<file path="config.mk">
export PLATFORM = sky130hd
export DESIGN_NAME = seq_normalizer
export DESIGN_NICKNAME = d
export VERILOG_FILES = /design/src/rtl/seq_normalizer_pkg.sv /design/src/rtl/seq_normalizer_stage.sv /design/src/rtl/seq_normalizer.sv
export SDC_FILE = /design/constraint.sdc
export NUM_CORES = 1
export LEC_CHECK = 0
export ABC_AREA = 1
export BUFFER_PORTS_ARGS = -buffer_cell sky130_fd_sc_hd__buf_2
export CAP_MARGIN = 25
export CORE_UTILIZATION = 50
export DETAILED_ROUTE_END_ITERATION = 8
export PLACE_DENSITY_LB_ADDON = 0.1
export SLEW_MARGIN = 20
export SYNTH_ARGS = -nofsm -noshare
export SYNTH_HDL_FRONTEND = slang
export SYNTH_HIERARCHICAL = 1
export SYNTH_SLANG_ARGS = --single-unit
</file>
<file path="constraint.sdc">
create_clock -name CLK -period 4.6 [get_ports CLK]
set_clock_uncertainty 0.05 [all_clocks]
set_input_delay 1.38 -clock CLK [delete_from_list [all_inputs] [get_ports CLK]]
set_output_delay 1.38 -clock CLK [all_outputs]
set_load 0.01 [all_outputs]
</file>
<file path="src/rtl/seq_normalizer_pkg.sv">
`default_nettype none
// ============================================================================
//  Module   : seq_normalizer_pkg
//  Purpose  : Shared types and constants for the sequential normalizer.
//             Holds the FSM state encoding, the operand width, the shift
//             amount width, and the number of binary-search stages.
//  Ports    : none (package)
//  Revision : 1.0 - initial release
// ============================================================================
package seq_normalizer_pkg;

    localparam int DATA_W   = 32;
    localparam int AMT_W    = 5;
    localparam int N_STAGES = 5;
    // Stage counter runs N_STAGES-1 down to 0.
    localparam int CNT_W    = 3;

    typedef enum logic [1:0] {
        ST_IDLE  = 2'd0,
        ST_SHIFT = 2'd1,
        ST_DONE  = 2'd2
    } state_t;

endpackage : seq_normalizer_pkg
`default_nettype wire

</file>
<file path="src/rtl/seq_normalizer_stage.sv">
`default_nettype none
// ============================================================================
//  Module   : normalize_stage
//  Purpose  : One combinational binary-search step of the normalizer. Tests
//             whether the working value can be shifted left by k without
//             losing information and, if so, shifts it.
//  Ports    : work_in     - current working value
//             k           - stage shift distance (16, 8, 4, 2 or 1)
//             signed_mode - 0: leading-zero test, 1: redundant-sign test
//             work_out    - working value after this stage
//             take        - 1 when the shift by k was applied
//  Revision : 1.0 - initial release
// ============================================================================
module normalize_stage
    import seq_normalizer_pkg::*;
(
    input  logic [DATA_W-1:0] work_in,
    input  logic [AMT_W-1:0]  k,
    input  logic              signed_mode,
    output logic [DATA_W-1:0] work_out,
    output logic              take
);

    logic [DATA_W-1:0] w_test;
    logic [5:0]        w_low_bit;

    always_comb begin
        // In signed mode, XOR with the left-shifted value: bit i is zero
        // exactly when bits i and i-1 match, so "top k+1 bits all equal"
        // becomes "top k bits of w_test all zero" -- same test as unsigned.
        w_test    = signed_mode ? (work_in ^ {work_in[DATA_W-2:0], 1'b0}) : work_in;
        w_low_bit = 6'(DATA_W) - {1'b0, k};
        take      = ((w_test >> w_low_bit) == '0);
        work_out  = take ? (work_in << k) : work_in;
    end

endmodule : normalize_stage
`default_nettype wire

</file>
<file path="src/rtl/seq_normalizer.sv">
`default_nettype none
// ============================================================================
//  Module   : seq_normalizer
//  Purpose  : Multi-cycle normalizer. Finds the left shift that removes
//             leading zeros (unsigned) or redundant sign bits (signed) with a
//             5-step binary search (16,8,4,2,1), one step per clock, using a
//             single time-multiplexed normalize_stage.
//  Ports    : CLK, RST        - clock, synchronous active-high reset
//             START           - request, sampled only in IDLE
//             SIGNED_MODE     - 0 leading zeros, 1 redundant sign bits
//             D_IN[31:0]      - operand, captured with START
//             BUSY            - operation in progress
//             DONE            - one-cycle result-valid pulse
//             D_OUT[31:0]     - normalized operand
//             SH_AMT[4:0]     - applied left-shift distance
//             ALL_FILL        - operand was all fill bits
//  Revision : 1.0 - initial release
// ============================================================================
module seq_normalizer
    import seq_normalizer_pkg::*;
(
    input  logic              CLK,
    input  logic              RST,
    input  logic              START,
    input  logic              SIGNED_MODE,
    input  logic [DATA_W-1:0] D_IN,
    output logic              BUSY,
    output logic              DONE,
    output logic [DATA_W-1:0] D_OUT,
    output logic [AMT_W-1:0]  SH_AMT,
    output logic              ALL_FILL
);

    state_t            r_state;
    state_t            w_state_next;

    logic [DATA_W-1:0] r_work;
    logic [AMT_W-1:0]  r_amt;
    logic [CNT_W-1:0]  r_cnt;
    logic              r_signed;
    logic              r_fill_cap;
    logic              r_all_fill;
    logic              r_done;

    logic [AMT_W-1:0]  w_k;
    logic [DATA_W-1:0] w_stage_out;
    logic              w_take;
    logic              w_fill_in;

    // Stage distance is 2**counter; the same one-hot value is also the
    // SH_AMT bit that the stage contributes.
    assign w_k       = AMT_W'(1) << r_cnt;
    assign w_fill_in = (D_IN == '0) || (SIGNED_MODE && (D_IN == '1));

    normalize_stage u_stage (
        .work_in     (r_work),
        .k           (w_k),
        .signed_mode (r_signed),
        .work_out    (w_stage_out),
        .take        (w_take)
    );

    // ------------------------------------------------------------------
    // FSM
    // ------------------------------------------------------------------
    always_ff @(posedge CLK) begin
        if (RST) begin
            r_state <= ST_IDLE;
        end else begin
            r_state <= w_state_next;
        end
    end

    always_comb begin
        w_state_next = r_state;
        BUSY         = 1'b0;
        case (r_state)
            ST_IDLE: begin
                if (START) begin
                    w_state_next = ST_SHIFT;
                end
            end
            ST_SHIFT: begin
                BUSY = 1'b1;
                if (r_cnt == '0) begin
                    w_state_next = ST_DONE;
                end
            end
            ST_DONE: begin
                BUSY         = 1'b1;
                w_state_next = ST_IDLE;
            end
            default: begin
                w_state_next = ST_IDLE;
            end
        endcase
    end

    // ------------------------------------------------------------------
    // Datapath
    // ------------------------------------------------------------------
    always_ff @(posedge CLK) begin
        if (RST) begin
            r_work     <= '0;
            r_amt      <= '0;
            r_cnt      <= '0;
            r_signed   <= 1'b0;
            r_fill_cap <= 1'b0;
            r_all_fill <= 1'b0;
            r_done     <= 1'b0;
        end else begin
            // DONE is the registered image of the DONE state, so the pulse
            // lands in the IDLE cycle and a new START can be taken there.
            r_done <= (r_state == ST_DONE);
            case (r_state)
                ST_IDLE: begin
                    if (START) begin
                        r_work     <= D_IN;
                        r_signed   <= SIGNED_MODE;
                        r_amt      <= '0;
                        r_all_fill <= 1'b0;
                        r_cnt      <= CNT_W'(N_STAGES - 1);
                        r_fill_cap <= w_fill_in;
                    end
                end
                ST_SHIFT: begin
                    r_work <= w_stage_out;
                    r_amt  <= r_amt | (w_take ? w_k : '0);
                    if (r_cnt != '0) begin
                        r_cnt <= r_cnt - 1'b1;
                    end
                end
                ST_DONE: begin
                    r_all_fill <= r_fill_cap;
                end
                default: begin
                end
            endcase
        end
    end

    assign DONE     = r_done;
    assign D_OUT    = r_work;
    assign SH_AMT   = r_amt;
    assign ALL_FILL = r_all_fill;

endmodule : seq_normalizer
`default_nettype wire
</file>
==> reports/metrics.cfg, run 1 <==
[logic_synthesis]
syn-num-nets = 1172
syn_area_per_cell_sq_um = 5.32
synth_cell_types = 36
mappedNetlistArea_sq_um = 5990
yosysTopAreaCell = nand2_1
yosys-top-cells-area = nand2_1 (20%), dfxtp_1 (15%), nand3_1 (15%)
syn_inst = 1126
ys_seq_area_share_pct = 15.4
synth_top_area_share_pct = 20.0
ys_warn_count = 6
synth_seq_cells = 46

[drt]
via_per_inst = 5.68
drt_iter0_markers = 821
wl_per_cell_um = 14.6
wl_um = 18900
vias = 7322
drt_pre_antenna_iters = 9
ant_nets = 0
drcViolationCount = 3

[timing]
setup_viol = 0
worstMarginPinSlew_ps = 925
finalCriticalPeriod_ps = 3910
final.setup.tns_ps = 0
hold_viol_final = 0
slew_headroom_pct = 38.3
fmax_mhz = 256
grt_setup_unrepaired = no
fin_crit_sh_pct = 85.1
fin_hold_ws_ps = 420
maxSlewViolCount = 0
setup_ws_ps = 686

[place]
gp_congestion = 0.916
place_hpwl_um = 13900
dp.cells = 1281
io_buffers = 75
place_worst_setup_slack_ps = 744

[clock_tree]
root_buffer = clkbuf_16
clk_pin_slew_ps = 60
clock-sinks = 46
ctsHtreeMaxLevel = 2
insertion_delay_ps = 290
holdBufCountCts = 0
cts_buffer_depth = 2
cts_tree = yes
numCtsBuffers = 5
post_cts_resized = 0
post-cts-setup-buffer-count = 0

[worst_setup_path]
path_class = flip-flop to flip-flop
arrival_ps = 4100
path_cells = inv_1 > ha_1 > inv_1 > nor2_4 > inv_1 > ha_1 > inv_1 > nand3_1 > o21ai_1 > nand3_1 > o21ai_1 > nand2_1 > a21oi_1 > nand2_2 > nand2_2 > inv_1 > nor2_4 > a21oi_1 > nor2_1
path_buf_inv = 5
ff2ff_setup_slack_ps = 690
crit_fanout = 32
r2r_end = SH_AMT[0]
r2r_start = r_cnt[0]
cp_top_family = simple AND/OR/NAND/NOR gates
cp_slowest_cell = inv_1
critPathRequiredTime_ps = 4780
reg2reg_depth = 19
critical-path-max-stage-delay_ps = 580
cp-start-kind = flip-flop
cpMostUsedCell = inv_1
critical_path.endpoint_type = flip-flop

[die]
die_y_um = 111
die_w_um = 111
initial_core_util_pct = 51.8
std_cell_rows = 39
coreArea_sq_um = 11600
ios = 76
die_area_sq_um = 12400

[grt]
grt_pass1_vias = 6076
grt_overflow = 0
grt_pass1_wl_um = 30200
grt_max_degree = 96
grt_util_all_layers_pct = 29.6
antenna_found_initial = 0

[finish]
layout_common_cells = nand2_1 (320), nand3_1 (181), nor2_1 (104)
nets = 1192
drive_gt1_share_pct = 9.95
final_common_cell = nand2_1
diodes = 0
fin_cells = 1289
syn_to_final_growth_pct = 7.45

[job]
cap_violations = 0

[hold_path]
whs_path_depth = 2
hold_class = flip-flop to flip-flop
hold_path.startpoint = SH_AMT[4]
hold_end = SH_AMT[4]

[run_status]
outcome = finished with violations
violations = design-rule violations

-- worst min-delay path, stage by stage (launching register included) --
cell     delay [ps]
dfxtp_1         330
a21oi_1          40
nor2_1           70
-- flip-flops by register name, indices dropped and copies added, names as in the netlist --
signal and count:
r_cnt 3, SH_AMT 5, r_fill_cap 1, D_OUT 32, r_signed 1, r_state 2, ALL_FILL 1, DONE 1
-- metal layers --
metal | up-vias | track usage (%) | routed length, um
li1 | 3741 | - | -
met1 | 3250 | 45.2 | 9170
met2 | 308 | 44.8 | 8100
met3 | 23 | 1.96 | 1290
met4 | 0 | 7.30 | 296
met5 | - | 0 | 0
-- worst max-delay path by stage --
stage,to,cells past startpoint,slack [ps],start
final,SH_AMT[0],19,690,r_cnt[0]
after global routing,SH_AMT[3],19,290,r_cnt[0]
after CTS,SH_AMT[0],19,730,r_cnt[0]
after detailed placement,SH_AMT[0],19,740,r_cnt[0]
after global placement,SH_AMT[0],21,450,r_cnt[0]
after floorplan,SH_AMT[2],27,980,r_cnt[1]
-- kinds of logic after synthesis --
| kind of cell | share of synthesized area (%) |
|---|---|
| mux | 4.51 |
| fa+ha+maj | 2.09 |
| flops | 15.4 |
| buf+inv | 12.9 |
| simple gates | 44.5 |
| compound gates | 19.8 |
| xor+xnor | 0.877 |
-- per-stage QoR --
stage | instance area [sq um] | util [%]
2_1_floorplan | 5990 | -
3_3_place_gp | 6270 | 54.2
3_5_place_dp | 6280 | 54.3
4_1_cts | 6410 | 55.5
5_1_grt | 6440 | 55.7
6_report | 6440 | 55.7
-- Yosys cell counts, drive strengths merged --
cell / instances
nand2: 326
nand3: 181
o21ai: 120
nor2: 107
inv: 103
a21oi: 82
buf: 48
dfxtp: 46
clkbuf: 27
mux2i: 27
ha: 10
o211ai: 8
nor3: 6
nand4: 5
o22ai: 4
o32ai: 4
xor2: 4
a22oi: 3
nand3b: 3
or2: 3
clkinv: 2
xnor2: 2
a221oi: 1
and2: 1
o21a: 1
o21bai: 1
o311ai: 1
-- area by class of cell --
cell class,instances,area (sq um)
fill,1301,5130
multi-input combinational,900,4320
tap,143,179
inverter,105,394
sequential,46,922
timing repair buffer,88,485
clock inverter,1,7.51
clock buffer,6,129
Power of run 1 is not shown: default switching activity piles up to over one toggle a cycle in this logic, so the estimate is an artifact.
==> run 2: changes to the inputs <==
--- a/config.mk
+++ b/config.mk
@@ -9,10 +9,10 @@
 export BUFFER_PORTS_ARGS = -buffer_cell sky130_fd_sc_hd__buf_2
 export CAP_MARGIN = 25
 export CORE_UTILIZATION = 50
+export CTS_CLUSTER_SIZE = 28
 export DETAILED_ROUTE_END_ITERATION = 8
-export PLACE_DENSITY_LB_ADDON = 0.1
+export PLACE_DENSITY = 0.69
 export SLEW_MARGIN = 20
 export SYNTH_ARGS = -nofsm -noshare
 export SYNTH_HDL_FRONTEND = slang
-export SYNTH_HIERARCHICAL = 1
 export SYNTH_SLANG_ARGS = --single-unit
==> run 2 against run 1 <==
  * The flow now finishes without violations
  * Non-clock buffer count is 4 lower
  * Final area is 9.9% lower
  * Sequential share of layout area is 1.6 points higher
  * Register-to-register slack hardly changed
  * Critical endpoint is now D_OUT[30]
==> reports/metrics.cfg, run 2 <==
[grt]
antenna_found_initial = 0
grt_max_degree = 88
grt_overflow = 0
grt_util_all_layers_pct = 34.0
grt_pass1_vias = 5919
grt_pass1_wl_um = 30200

[worst_setup_path]
critical-path-max-stage-delay_ps = 740
path_cells = inv_1 > ha_1 > inv_1 > nor2_2 > buf_4 > nand3_1 > nand2_1 > nand2_1 > nand2_1 > nand2_1 > nor2_1 > nand2_1 > nand2_1 > nand4_1 > a21oi_1 > nand2_1 > nand2_2 > nand2_2 > nand2_4 > nand3_1 > nand2_1 > nor2_1
cp_slowest_cell = nor2_2
path_class = flip-flop to flip-flop
cp_top_family = simple AND/OR/NAND/NOR gates
cp-start-kind = flip-flop
cpMostUsedCell = nand2_1
critPathRequiredTime_ps = 4750
critical_path.endpoint_type = flip-flop
arrival_ps = 4080
path_buf_inv = 3
crit_fanout = 35

[clock_tree]
clock-sinks = 46
root_buffer = clkbuf_8
holdBufCountCts = 0
post_cts_resized = 0
cts_tree = yes
clk_pin_slew_ps = 100
cts_buffer_depth = 2
post-cts-setup-buffer-count = 0
insertion_delay_ps = 310
ctsHtreeMaxLevel = 2
numCtsBuffers = 5

[die]
die_y_um = 105
die_w_um = 105
initial_core_util_pct = 51.6
ios = 76
die_area_sq_um = 11100
coreArea_sq_um = 10400
std_cell_rows = 37

[drt]
wl_per_cell_um = 16.0
drcViolationCount = 0
via_per_inst = 5.82
ant_nets = 0
drt_iter0_markers = 860
vias = 6810
drt_pre_antenna_iters = 5
wl_um = 18700

[place]
io_buffers = 75
gp_congestion = 0.998
place_hpwl_um = 14600
dp.cells = 1162

[finish]
syn_to_final_growth_pct = 8.32
drive_gt1_share_pct = 10.4
diodes = 0
final_common_cell = nand2_1
layout_common_cells = nand2_1 (298), nand3_1 (149), o21ai_0 (114)
nets = 1078
fin_cells = 1170
largest_reg_flops = 32

[logic_synthesis]
synth_seq_cells = 46
yosys-top-cells-area = nand2_1 (21%), dfxtp_1 (17%), nand3_1 (14%)
synth_edf_count = 0
yosysTopAreaCell = nand2_1
synthArstFlopShare_pct = 0
syn_inst = 996
synthTopCellsByCount = nand2_1 (298), nand3_1 (149), o21ai_0 (114)
syn_area_per_cell_sq_um = 5.37
ys_warn_count = 0
yosysMostFrequentCell = nand2_1
synth_ff_type = dfxtp_1
synth_cell_types = 41
mappedNetlistArea_sq_um = 5350
ys_seq_area_share_pct = 17.2
syn-num-nets = 1041
synth_top_area_share_pct = 20.9

[timing]
final.setup.tns_ps = 0
finalCriticalPeriod_ps = 3920
fin_crit_sh_pct = 85.3
fmax_mhz = 255
setup_viol = 0
grt_setup_unrepaired = no
hold_viol_final = 0
maxSlewViolCount = 0
slew_headroom_pct = 34.5
worstMarginPinSlew_ps = 981

[power]
p_per_area_nw_per_um2 = 846
peakVddDrop_v = 0.000517
power.leakage_nw = 2.70

[run_status]
outcome = finished clean

[hold_path]
hold_class = flip-flop to flip-flop

[job]
cap_violations = 0

run 2: layer usage:
| layer | GRT usage, % | vias to the layer above | part of all wire [%] |
|---|---|---|---|
| met3 | 4.64 | 33 | 8.2 |
| met2 | 52.9 | 318 | 43 |
| li1 | - | 3387 | - |
| met1 | 48.3 | 3072 | 46 |
| met5 | 0 | - | 0 |
| met4 | 10.3 | 0 | 2.6 |
run 2: final cells by class:
cell class	count	area, sq um
inverters	86	323
clock buffers	5	68.8
clock inverters	3	18.8
multi-input cells	810	3850
repair buffers	84	443
fillers	1123	4570
well taps	136	170
flip-flops and latches	46	922
run 2: cell families (layout without fill, tap and decap cells):
kind of cell,count (synthesis),after routing,synth area share [%]
mux,8,8,1.50
simple gates,585,585,46.4
flops,46,46,17.2
fa+ha+maj,9,9,2.10
xor+xnor,7,7,1.50
compound gates,201,201,20.5
buf+inv,140,178,10.8
run 2: final timing paths:
kind | startpoint | to | slack, ps | cells after the start
worst max register to register | r_cnt[0] | D_OUT[30] | 680 | 22
worst max-delay path | r_cnt[0] | D_OUT[30] | 680 | 22
worst min-delay path | SH_AMT[3] | SH_AMT[3] | 410 | 2
worst min register to register | SH_AMT[3] | SH_AMT[3] | 410 | 2
run 2: metrics by stage:
step | setup WS, ps | utilization, % | instance area [sq um] | total power [W] | hold WS [ps]
final | 676 | 55.9 | 5800 | 0.00490 | 405
after global routing | 263 | 55.9 | 5800 | 0.00542 | 429
after CTS | 780 | 55.9 | 5800 | 0.00482 | 407
after detailed placement | 812 | 55.1 | 5710 | 0.00455 | 393
after global placement | 780 | 55.1 | 5710 | 0.00455 | 389
after floorplan | 1050 | - | 5350 | 0.00363 | 406
run 2: power by group:
part	switching, W	total [W]	internal [W]
Sequential	0.000248	0.000775	0.000527
Clock	0.000150	0.000257	0.000107
Combinational	0.00267	0.00387	0.00120
Total	0.00307	0.00490	0.00184
run 2: tightest hold or removal path, stage by stage, from the launching register on:
cell	delay, ps
dfxtp_1	320
inv_1	50
a21oi_1	50
Note: power is estimated with default switching activity, not from simulation.
==> run 3: changes to the inputs <==
--- a/config.mk
+++ b/config.mk
@@ -8,10 +8,10 @@
 export ABC_AREA = 1
 export BUFFER_PORTS_ARGS = -buffer_cell sky130_fd_sc_hd__buf_2
 export CAP_MARGIN = 25
-export CORE_UTILIZATION = 50
+export CORE_UTILIZATION = 59
 export CTS_CLUSTER_SIZE = 28
 export DETAILED_ROUTE_END_ITERATION = 8
-export PLACE_DENSITY = 0.69
+export PLACE_DENSITY = 0.8
 export SLEW_MARGIN = 20
 export SYNTH_ARGS = -nofsm -noshare
 export SYNTH_HDL_FRONTEND = slang
==> run 3 against run 2 <==
  * Final area fell by 0.30%
  * Worst setup slack got worse by 27 ps
  * Routed wire length fell by 1.3%
  * Register-to-register slack got worse by 30 ps
  * Critical path depth rose by 1
  * Die area fell by 15%
  * Via count rose by 1.2%
  * Global-route usage rose by 4.7 points
  * Maximum frequency fell by 0.69%
  * Non-clock buffer count rose by 2
  * Hold slack got worse by 2.3 ps
  * Sequential power fell by 0.6%
  * Critical path type unchanged
  * Largest cell class unchanged
  * Highest routed layer unchanged
==> reports/metrics.cfg, run 3 (synthesis results as in run 2) <==
[finish]
final_common_cell = nand2_1
drive_gt1_share_pct = 10.6
diodes = 0
ff_latch_area_sq_um = 922
largest_reg_flops = 32
layout_common_cells = nand2_1 (298), nand3_1 (149), o21ai_0 (114)
syn_to_final_growth_pct = 7.99
fill_cells = 909
nets = 1080
multi_input_area_sq_um = 3850

[job]
cap_violations = 0

[worst_setup_path]
cp_top_family = simple AND/OR/NAND/NOR gates
r2r_start = r_cnt[0]
cp-start-kind = flip-flop
path_buf_inv = 3
cp_slowest_cell = nor2_2
critical-path-max-stage-delay_ps = 600
critPathRequiredTime_ps = 4790
path_cells = inv_1 > ha_1 > inv_1 > nor2_2 > buf_4 > nand3_1 > nand2_1 > nand2_1 > nand2_1 > nand2_1 > nand2_1 > nand2_1 > nor2_1 > nand2_1 > nand2_1 > nand3_1 > nand2_1 > nand2_1 > nand2_2 > nand2_2 > nand2_4 > o21ai_1 > nor2_1
ff2ff_setup_slack_ps = 650
path_class = flip-flop to flip-flop
reg2reg_depth = 23
r2r_end = D_OUT[24]
arrival_ps = 4140
critical_path.endpoint_type = flip-flop
crit_fanout = 35
cpMostUsedCell = nand2_1

[power]
clkPwrFrac_pct = 5.4
peakVddDrop_v = 0.000799
p_int_w = 0.00185
p_per_area_nw_per_um2 = 854
swShare_pct = 62.4
p_seq_share_pct = 15.6
p_sw_w = 0.00308
finalPower_w = 0.00493
power.leakage_nw = 2.70
power_frac_comb_pct = 79.0

[clock_tree]
post-cts-setup-buffer-count = 0
insertion_delay_ps = 320
cts_buffer_depth = 2
clk_pin_slew_ps = 100
numCtsBuffers = 5
post_cts_resized = 0
ctsHtreeMaxLevel = 2
root_buffer = clkbuf_8
holdBufCountCts = 0
cts_tree = yes
clock-sinks = 46

[place]
place_hpwl_um = 14000
io_buffers = 75
gp_congestion = 1.05

[hold_path]
hold_class = flip-flop to flip-flop
whs_path_depth = 2
hold_path.startpoint = SH_AMT[0]
hold_end = SH_AMT[0]

[drt]
ant_nets = 0
drt_iter0_markers = 791
vias = 6895
via_per_inst = 6.03
wl_per_cell_um = 16.2
drcViolationCount = 0
wl_um = 18500
drt_pre_antenna_iters = 6

[timing]
final.setup.tns_ps = 0
grt_setup_unrepaired = no
finalCriticalPeriod_ps = 3950
maxSlewViolCount = 0
fmax_mhz = 253
setup_viol = 0
worstMarginPinSlew_ps = 979
hold_viol_final = 0
fin_crit_sh_pct = 85.9
slew_headroom_pct = 34.7

[grt]
antenna_found_initial = 0
grt_util_all_layers_pct = 38.7
grt_max_degree = 88
grt_pass1_wl_um = 29600
grt_pass1_vias = 5786
grt_overflow = 0

[run_status]
outcome = finished clean

[die]
die_area_sq_um = 9460
coreArea_sq_um = 8760
ios = 76
die_y_um = 97.3
initial_core_util_pct = 61.1
die_w_um = 97.3
std_cell_rows = 34

[run 3: cell count changes in the layout (fill, tap and decap cells not counted)]
cell and change:
inv_6 -1, clkinvlp_4 +1, buf_4 +2, clkinv_4 +1
clkinv_2 -1
[run 3: layout make-up]
| class | instances | area share [%] |
|---|---|---|
| clock buffer | 5 | 1.19 |
| clock inverter | 3 | 0.368 |
| inverter | 86 | 5.58 |
| multi-input combinational | 810 | 66.6 |
| sequential | 46 | 16.0 |
| tap | 108 | 2.34 |
| timing repair buffer | 86 | 7.92 |
[run 3: worst max path at each step]
stage / start / endpoint / depth (start not counted)
final: r_cnt[0] / D_OUT[24] / 23
after global routing: r_cnt[1] / D_OUT[8] / 22
after detailed placement: r_cnt[0] / D_OUT[31] / 24
after CTS: r_cnt[0] / D_OUT[24] / 23
after floorplan: r_cnt[1] / D_OUT[27] / 25
after global placement: r_cnt[0] / D_OUT[31] / 24
[run 3: layer usage]
metal	part of all wire [%]	track usage, %	wire length, um
met5	0	0	0
met4	3.8	15.2	709
met3	9.6	5.11	1770
met2	43	59.3	7960
met1	43	55.0	8040
[run 3: per-stage QoR]
stage	hold WS (ps)	cell area (sq um)	util, %	setup slack (ps)	instances
global route	434	5780	66.0	294	1144
CTS	408	5780	66.0	759	1144
detailed placement	393	5690	64.9	802	1136
global placement	391	5690	64.9	802	1136
finish	403	5780	66.0	649	1144
floorplan	406	5350	-	1050	996
[run 3: worst reg2reg max path, delay by kind of cell (launching register included)]
kind                     cells  cell delay, ps
buffers and inverters        3             580
AO/OA/AOI/OAI                1             140
AND/OR/NAND/NOR             18            2540
flip-flops                   1             340
adder cells (fa/ha/maj)      1             230
[run 3: power groups by stage]
stage	clock network, W	logic [W]	registers, W
after floorplan	0	0.00290	0.000726
after global placement	0	0.00375	0.000765
after detailed placement	0	0.00376	0.000765
after CTS	0.000267	0.00378	0.000757
after global routing	0.000278	0.00435	0.000786
final	0.000266	0.00390	0.000770
